### src/rtl/fixed_int26_6_accumulator_pkg.sv
// Shared 26d6 fixed-point definitions: accumulator state encoding,
// saturation limits and the fraction width of the 26d6 format.
package fixed_int26_6_accumulator_pkg;

   typedef enum logic [1:0] {
      ST_IDLE       = 2'd0,
      ST_ACCUMULATE = 2'd1,
      ST_EMIT       = 2'd2
   } acc_state_e;

   localparam logic [31:0] SAT_MAX   = 32'h7FFF_FFFF;
   localparam logic [31:0] SAT_MIN   = 32'h8000_0000;
   localparam int unsigned FRAC_BITS = 6;

   // Build a 26d6 value from a signed 26-bit integer part (fraction zero).
   function automatic logic [31:0] fx_from_int(input logic [25:0] int_part);
      return {int_part, {FRAC_BITS{1'b0}}};
   endfunction

endpackage

### src/rtl/fixed_int26_6_saturate.sv
// Clamp a wide signed 26d6 accumulator to the signed 32-bit 26d6 range.
// The value fits when every bit from 31 upward equals the sign bit.
module fixed_int26_6_saturate
   import fixed_int26_6_accumulator_pkg::*;
#(
   parameter int COUNT_WIDTH = 16
) (
   input  logic [32+COUNT_WIDTH-1:0] acc_i,
   output logic [31:0]               sat_o
);

   localparam int IN_W = 32 + COUNT_WIDTH;

   logic [COUNT_WIDTH:0] upper_s;

   // Select the low word when it represents the value, otherwise the limit.
   always_comb begin
      upper_s = acc_i[IN_W-1:31];
      if ((upper_s == {(COUNT_WIDTH+1){1'b0}}) || (upper_s == {(COUNT_WIDTH+1){1'b1}})) begin
         sat_o = acc_i[31:0];
      end else if (acc_i[IN_W-1]) begin
         sat_o = SAT_MIN;
      end else begin
         sat_o = SAT_MAX;
      end
   end

endmodule

### src/rtl/fixed_int26_6_accumulator.sv
// Sums a commanded number of signed 26d6 products into a wide accumulator
// and emits the saturated 32-bit result through a one-entry output buffer.
module fixed_int26_6_accumulator
   import fixed_int26_6_accumulator_pkg::*;
#(
   parameter int COUNT_WIDTH = 16
) (
   input  logic                   clk,
   input  logic                   srst,
   input  logic                   goValid,
   output logic                   goStop,
   output logic                   doneValid,
   input  logic                   doneStop,
   input  logic                   lengthReady,
   input  logic [COUNT_WIDTH-1:0] lengthData,
   output logic                   lengthStop,
   input  logic                   productReady,
   input  logic [31:0]            productData,
   output logic                   productStop,
   output logic                   resultReady,
   output logic [31:0]            resultData,
   input  logic                   resultStop
);

   localparam int ACC_W = 32 + COUNT_WIDTH;
   localparam logic [COUNT_WIDTH-1:0] CNT_ZERO = {COUNT_WIDTH{1'b0}};
   localparam logic [COUNT_WIDTH-1:0] CNT_ONE  = COUNT_WIDTH'(1);

   acc_state_e             state_q,     state_d;
   logic [COUNT_WIDTH-1:0] count_q,     count_d;
   logic [ACC_W-1:0]       acc_q,       acc_d;
   logic                   buf_valid_q, buf_valid_d;
   logic [31:0]            buf_data_q,  buf_data_d;

   logic                   length_xfer_s;
   logic                   product_xfer_s;
   logic [ACC_W-1:0]       product_ext_s;
   logic [31:0]            sat_s;

   // Go/done handshake is a plain pass-through in both directions.
   assign doneValid = goValid;
   assign goStop    = doneStop;

   // Back-pressure depends on the state register only, never on a Stop input.
   assign lengthStop  = (state_q != ST_IDLE);
   assign productStop = (state_q != ST_ACCUMULATE);

   assign resultReady = buf_valid_q;
   assign resultData  = buf_data_q;

   assign length_xfer_s  = lengthReady  && !lengthStop;
   assign product_xfer_s = productReady && !productStop;
   assign product_ext_s  = {{COUNT_WIDTH{productData[31]}}, productData};

   fixed_int26_6_saturate #(
      .COUNT_WIDTH (COUNT_WIDTH)
   ) u_saturate (
      .acc_i (acc_q),
      .sat_o (sat_s)
   );

   // Next-state, accumulator and output-buffer computation.
   always_comb begin
      state_d    = state_q;
      count_d    = count_q;
      acc_d      = acc_q;
      buf_data_d = buf_data_q;

      if (buf_valid_q && !resultStop) begin
         buf_valid_d = 1'b0;
      end else begin
         buf_valid_d = buf_valid_q;
      end

      case (state_q)
         ST_IDLE: begin
            if (length_xfer_s) begin
               acc_d   = {ACC_W{1'b0}};
               count_d = lengthData;
               if (lengthData != CNT_ZERO) begin
                  state_d = ST_ACCUMULATE;
               end else begin
                  state_d = ST_EMIT;
               end
            end else begin
               state_d = ST_IDLE;
            end
         end
         ST_ACCUMULATE: begin
            if (product_xfer_s) begin
               acc_d   = acc_q + product_ext_s;
               count_d = count_q - CNT_ONE;
               if (count_q == CNT_ONE) begin
                  state_d = ST_EMIT;
               end else begin
                  state_d = ST_ACCUMULATE;
               end
            end else begin
               state_d = ST_ACCUMULATE;
            end
         end
         ST_EMIT: begin
            // Only an empty buffer is loaded; a result drained this cycle
            // frees the buffer for the following cycle.
            if (!buf_valid_q) begin
               buf_valid_d = 1'b1;
               buf_data_d  = sat_s;
               state_d     = ST_IDLE;
            end else begin
               state_d = ST_EMIT;
            end
         end
         default: begin
            state_d = ST_IDLE;
         end
      endcase
   end

   // State and datapath registers with synchronous reset.
   always_ff @(posedge clk) begin
      if (srst) begin
         state_q     <= ST_IDLE;
         count_q     <= CNT_ZERO;
         acc_q       <= {ACC_W{1'b0}};
         buf_valid_q <= 1'b0;
         buf_data_q  <= 32'h0000_0000;
      end else begin
         state_q     <= state_d;
         count_q     <= count_d;
         acc_q       <= acc_d;
         buf_valid_q <= buf_valid_d;
         buf_data_q  <= buf_data_d;
      end
   end

endmodule
### config.mk
export PLATFORM = sky130hd
export DESIGN_NAME = fixed_int26_6_accumulator
export DESIGN_NICKNAME = d
export VERILOG_FILES = /design/src/rtl/fixed_int26_6_accumulator_pkg.sv /design/src/rtl/fixed_int26_6_saturate.sv /design/src/rtl/fixed_int26_6_accumulator.sv
export SDC_FILE = /design/constraint.sdc
export NUM_CORES = 1
export LEC_CHECK = 0
export BUFFER_PORTS_ARGS = -buffer_cell sky130_fd_sc_hd__buf_2
export CAP_MARGIN = 20
export CORE_MARGIN = 2
export CORE_UTILIZATION = 28
export DETAILED_ROUTE_END_ITERATION = 12
export SYNTH_ARGS = -nofsm -noshare
export SYNTH_HDL_FRONTEND = slang
export SYNTH_SLANG_ARGS = --single-unit
### constraint.sdc
create_clock -name clk -period 6.9 [get_ports clk]
set_input_delay 0.345 -clock clk [delete_from_list [all_inputs] [get_ports clk]]
set_output_delay 0.345 -clock clk [all_outputs]
set_load 0.02 [all_outputs]
==> tab_implementation.tex <==
\begin{tabular}{lr}
\hline
Metric & Value \\
\hline
\multicolumn{2}{l}{\textbf{Power and ir drop}} \\
\quad Pwr Total & 1460 uW \\
\quad P per Cell Area & 188 nW/um\^{}2 \\
\quad Register share of total power & 42.2\% \\
\quad Net switching power & 492 uW \\
\quad Fraction of power spent switching nets & 33.6\% \\
\quad Comb power frac & 23.2\% \\
\quad Clock Power Share & 34.6\% \\
\quad Internal power & 970 uW \\
\quad Cell leakage power & 0.00322 uW \\
\quad Peak supply drop & 0.000123 V \\
\multicolumn{2}{l}{\textbf{CTS}} \\
\quad Clock edge transition at the registers on the reported setup and hold paths & 70 ps \\
\quad Num CTS Buffers & 9 \\
\quad Clock H-tree levels & 3 \\
\quad Maximum number of buffers from clock root to sink & 2 \\
\quad Post-CTS Repair Setup Buffers & 0 \\
\quad Sink Count & 99 \\
\quad Number of instances resized during post-cts repair & 0 \\
\quad Worst-Skew Late Latency & 360 ps \\
\quad Post-CTS Hold Buffers & 0 \\
\quad Buffer cell driving the clock tree root & sky130\_fd\_sc\_hd\_\_clkbuf\_16 \\
\quad CTS tree & done \\
\multicolumn{2}{l}{\textbf{Global routing}} \\
\quad GR Overflow Total & 0 \\
\quad Tot GR Track Use & 15.2\% \\
\quad Number of global-route vias before repair & 6165 \\
\quad Wire length of the first global-routing pass & 32000 um \\
\quad Pin count of the biggest net entering global routing & 77 \\
\quad Initial antenna violation count & 0 \\
\multicolumn{2}{l}{\textbf{Logic synthesis}} \\
\quad Average size of a mapped cell & 7.71 sq um \\
\quad Number of enable flip-flop cells after synthesis & 0 \\
\quad Syn Nets & 982 \\
\quad Async set-reset flop share out of synthesis & 0\% \\
\quad Post-synthesis instance area & 6760 sq um \\
\quad Register bit count reported by yosys & 99 \\
\quad Most instantiated flip-flop cell in the synthesis netlist & sky130\_fd\_sc\_hd\_\_dfxtp\_1 \\
\quad Sequential cell area fraction in the yosys report & 29.3\% \\
\quad Netlist cell types & 71 \\
\quad Synthesized instance count & 877 \\
\quad Total number of yosys warnings & 0 \\
\multicolumn{2}{l}{\textbf{Critical path}} \\
\quad Required time worst endpoint & 7150 ps \\
\quad Crit path kind & register to register \\
\quad Crit path max-delay cell type & sky130\_fd\_sc\_hd\_\_fa\_1 \\
\quad Crit-path leading delay family & compound AO/OA/AOI/OAI gates \\
\quad Buf/Inv on CP & 0 \\
\quad Highest net fanout along the worst path & 6 \\
\quad Max incr delay on CP & 440 ps \\
\quad Critical path endpoint category & register \\
\quad Startpoint type of the worst setup path & register \\
\quad Sequence of cells on the critical path & ha\_1, fa\_1, a211oi\_1, o21bai\_1, nand3\_1, a2111oi\_2, nor3\_4, a21oi\_2, o21a\_1, or3\_1, a32o\_1 \\
\quad Signal arrival time at the worst endpoint & 3220 ps \\
\multicolumn{2}{l}{\textbf{Floorplanning}} \\
\quad Die Area & 25400 sq um \\
\quad Die width & 159 um \\
\quad Ports & 92 \\
\quad Number of placement rows & 56 \\
\quad Placeable Area & 23600 sq um \\
\quad Starting density of the core & 28.6\% \\
\quad Die H & 159 um \\
\multicolumn{2}{l}{\textbf{Status}} \\
\quad Status & completed \\
\multicolumn{2}{l}{\textbf{Layout}} \\
\quad Number of nets in the final layout & 1039 \\
\quad Share of final-layout standard cells stronger than drive strength 1 & 14.2\% \\
\quad Signed area change from the synthesized netlist to the final layout & 15.1\% \\
\quad Number of standard cells in the final layout excluding fillers & 1258 \\
\quad Diodes inserted & 0 \\
\multicolumn{2}{l}{\textbf{Place}} \\
\quad Placed Cells incl. Taps & 1241 \\
\quad I/O Buffers & 87 \\
\quad Sum of net half-perimeters after detailed placement & 14100 um \\
\quad RD Place Congestion & 0.863 \\
\multicolumn{2}{l}{\textbf{Timing}} \\
\quad Rel. slew slack & 42.3\% \\
\quad Count of final hold-check violations & 0 \\
\quad Measured slew at the worst slew-check pin & 866 ps \\
\quad Part of the cycle the worst path needs & 43.0\% \\
\quad Setup clock skew after layout & 12.5 ps \\
\quad Achievable frequency & 337 MHz \\
\quad Final setup violation count & 0 \\
\quad Setup repair after global routing missed its margin & no \\
\quad Final count of pins violating max slew & 0 \\
\quad Min Tclk post-route & 2970 ps \\
\quad Setup tns final & 0 ps \\
\multicolumn{2}{l}{\textbf{Routing}} \\
\quad Detailed-route via count & 6556 \\
\quad Post-route ant nets & 0 \\
\quad Post-DR vias/cell & 5.21 \\
\quad Detailed Routing Iterations Pass 1 & 6 \\
\quad Average detailed-routed wire length per instance & 15.5 um \\
\quad Detailed router's first-iteration violation count & 474 \\
\quad DRC violation count after routing & 0 \\
\quad Total length of routed wires & 19400 um \\
\multicolumn{2}{l}{\textbf{Run}} \\
\quad MaxCap Viol Count & 0 \\
\multicolumn{2}{l}{\textbf{Worst hold path}} \\
\quad Kind of path behind the tightest hold check & input port to register \\
\hline
\end{tabular}
cell usage in the layout, fill, tap and decap left out, types with 4 or more instances in the layout:
cell / Yosys / routed
sky130_fd_sc_hd__a21oi_1: 103 / 103
sky130_fd_sc_hd__dfxtp_1: 99 / 99
sky130_fd_sc_hd__nand2_1: 95 / 95
sky130_fd_sc_hd__buf_2: 4 / 87
sky130_fd_sc_hd__nor2_1: 84 / 84
sky130_fd_sc_hd__o21ai_0: 53 / 53
sky130_fd_sc_hd__ha_1: 49 / 49
sky130_fd_sc_hd__o211ai_1: 36 / 36
sky130_fd_sc_hd__a21o_1: 29 / 29
sky130_fd_sc_hd__a22oi_1: 22 / 22
sky130_fd_sc_hd__nor3_1: 20 / 20
sky130_fd_sc_hd__nand3_1: 18 / 18
sky130_fd_sc_hd__xnor2_1: 18 / 18
sky130_fd_sc_hd__xor2_1: 17 / 17
sky130_fd_sc_hd__inv_1: 16 / 16
sky130_fd_sc_hd__nand4_1: 16 / 16
sky130_fd_sc_hd__a211oi_1: 16 / 16
sky130_fd_sc_hd__nor4_1: 13 / 13
sky130_fd_sc_hd__nor2b_1: 9 / 9
sky130_fd_sc_hd__and3_1: 9 / 9
sky130_fd_sc_hd__or3_1: 9 / 9
sky130_fd_sc_hd__clkbuf_16: 0 / 9
sky130_fd_sc_hd__buf_4: 4 / 9
sky130_fd_sc_hd__and2_1: 8 / 8
sky130_fd_sc_hd__o21bai_1: 6 / 6
sky130_fd_sc_hd__o21ai_1: 5 / 5
sky130_fd_sc_hd__o21a_1: 5 / 5
sky130_fd_sc_hd__inv_6: 0 / 5
sky130_fd_sc_hd__a32o_1: 4 / 4
sky130_fd_sc_hd__o31ai_1: 4 / 4
sky130_fd_sc_hd__a31oi_1: 5 / 4
Yosys cell counts (all sizes together), types with 2 or more instances:
library cell | instances | share of area [%]
inv | 16 | 0.89
a21oi | 107 | 8.4
a211oi | 16 | 1.8
or2 | 2 | 0.19
o221ai | 3 | 0.57
xnor2 | 18 | 2.3
and2 | 9 | 0.87
nor2 | 84 | 4.7
a211o | 4 | 0.54
o31ai | 5 | 0.63
nand2 | 95 | 5.3
mux2i | 2 | 0.30
or3 | 9 | 0.83
o21bai | 6 | 0.67
o21ai | 58 | 4.3
o22ai | 3 | 0.28
nand2b | 2 | 0.19
nor3 | 22 | 1.9
nand4 | 16 | 1.5
a31oi | 5 | 0.46
nor4 | 13 | 1.2
a32o | 4 | 0.59
nor3b | 2 | 0.22
and3 | 9 | 0.83
o21a | 5 | 0.56
ha | 49 | 9.1
clkbuf | 40 | 2.2
a21o | 29 | 3.2
buf | 12 | 1.1
nand3 | 18 | 1.3
dfxtp | 99 | 29
o2111ai | 3 | 0.48
a41oi | 3 | 0.39
a22oi | 22 | 2.4
o211ai | 36 | 4.0
nor2b | 9 | 0.83
nand3b | 3 | 0.33
xor2 | 17 | 2.2
a21boi | 2 | 0.22
a221oi | 4 | 0.61
power groups by stage:
| stage | logic (uW) | registers [uW] | clock network, uW |
|---|---|---|---|
| floorplan | 251 | 623 | 0 |
| global placement | 333 | 629 | 0 |
| detailed placement | 335 | 630 | 0 |
| CTS | 338 | 616 | 518 |
| global route | 378 | 621 | 539 |
| finish | 339 | 617 | 506 |
metal layers:
layer  vias to the layer above  wire [um]  track usage [%]
li1                       3362          -                -
met1                      3052       9760             20.7
met2                       124       8680             24.7
met3                        18        729             2.76
met4                         0        267             4.17
met5                         -          0                0
flip-flops by register name, indices dropped and copies added (netlist names):
name         cells
state_q          2
acc_q           48
resultData      32
count_q         16
resultReady      1
final timing paths:
kind | cells after the start | slack (ps) | endpoint | start
worst min register to register | 2 | 450 | resultData[6] | resultData[6]
worst max-delay path | 11 | 3930 | acc_q[42] | acc_q[0]
worst min-delay path | 3 | 230 | resultReady | resultStop
worst max register to register | 11 | 3930 | acc_q[42] | acc_q[0]
through the flow:
| stage | utilization, % | hold slack [ps] | cell area (sq um) | setup WS, ps |
|---|---|---|---|---|
| 3_5_place_dp | 31.7 | 443 | 7470 | 3790 |
| 5_1_grt | 33.0 | 242 | 7780 | 3740 |
| 3_3_place_gp | 31.5 | 437 | 7450 | 3800 |
| 6_report | 33.0 | 229 | 7780 | 3930 |
| 4_1_cts | 32.8 | 217 | 7760 | 3930 |
| 2_1_floorplan | - | 448 | 6760 | 4200 |
layout make-up:
cell class                      count  area [sq um]
Clock buffer                        9           225
Inverter                           17          63.8
Clock inverter                      7          56.3
Timing Repair Buffer               98           558
Multi-Input combinational cell    709          4500
Sequential cell                    99          1980
Tap cell                          319           399
Fill cell                        2558         15800
kinds of logic (layout without fill, tap and decap cells):
family | after synthesis | count (layout) | share of synthesized area [%]
compound gates | 326 | 326 | 31.8
simple gates | 296 | 296 | 20.5
flops | 99 | 99 | 29.3
buf+inv | 69 | 131 | 4.24
fa+ha+maj | 50 | 50 | 9.36
xor+xnor | 35 | 35 | 4.53
mux | 2 | 2 | 0.296
worst reg2reg max path, stage by stage (launching register included):
cell and delay, ps:
sky130_fd_sc_hd__dfxtp_1 330, sky130_fd_sc_hd__ha_1 200, sky130_fd_sc_hd__fa_1 440, sky130_fd_sc_hd__a211oi_1 250, sky130_fd_sc_hd__o21bai_1 130, sky130_fd_sc_hd__nand3_1 140
sky130_fd_sc_hd__a2111oi_2 110, sky130_fd_sc_hd__nor3_4 360, sky130_fd_sc_hd__a21oi_2 130, sky130_fd_sc_hd__o21a_1 230, sky130_fd_sc_hd__or3_1 300, sky130_fd_sc_hd__a32o_1 240
Power figures use the tool's default switching activity.
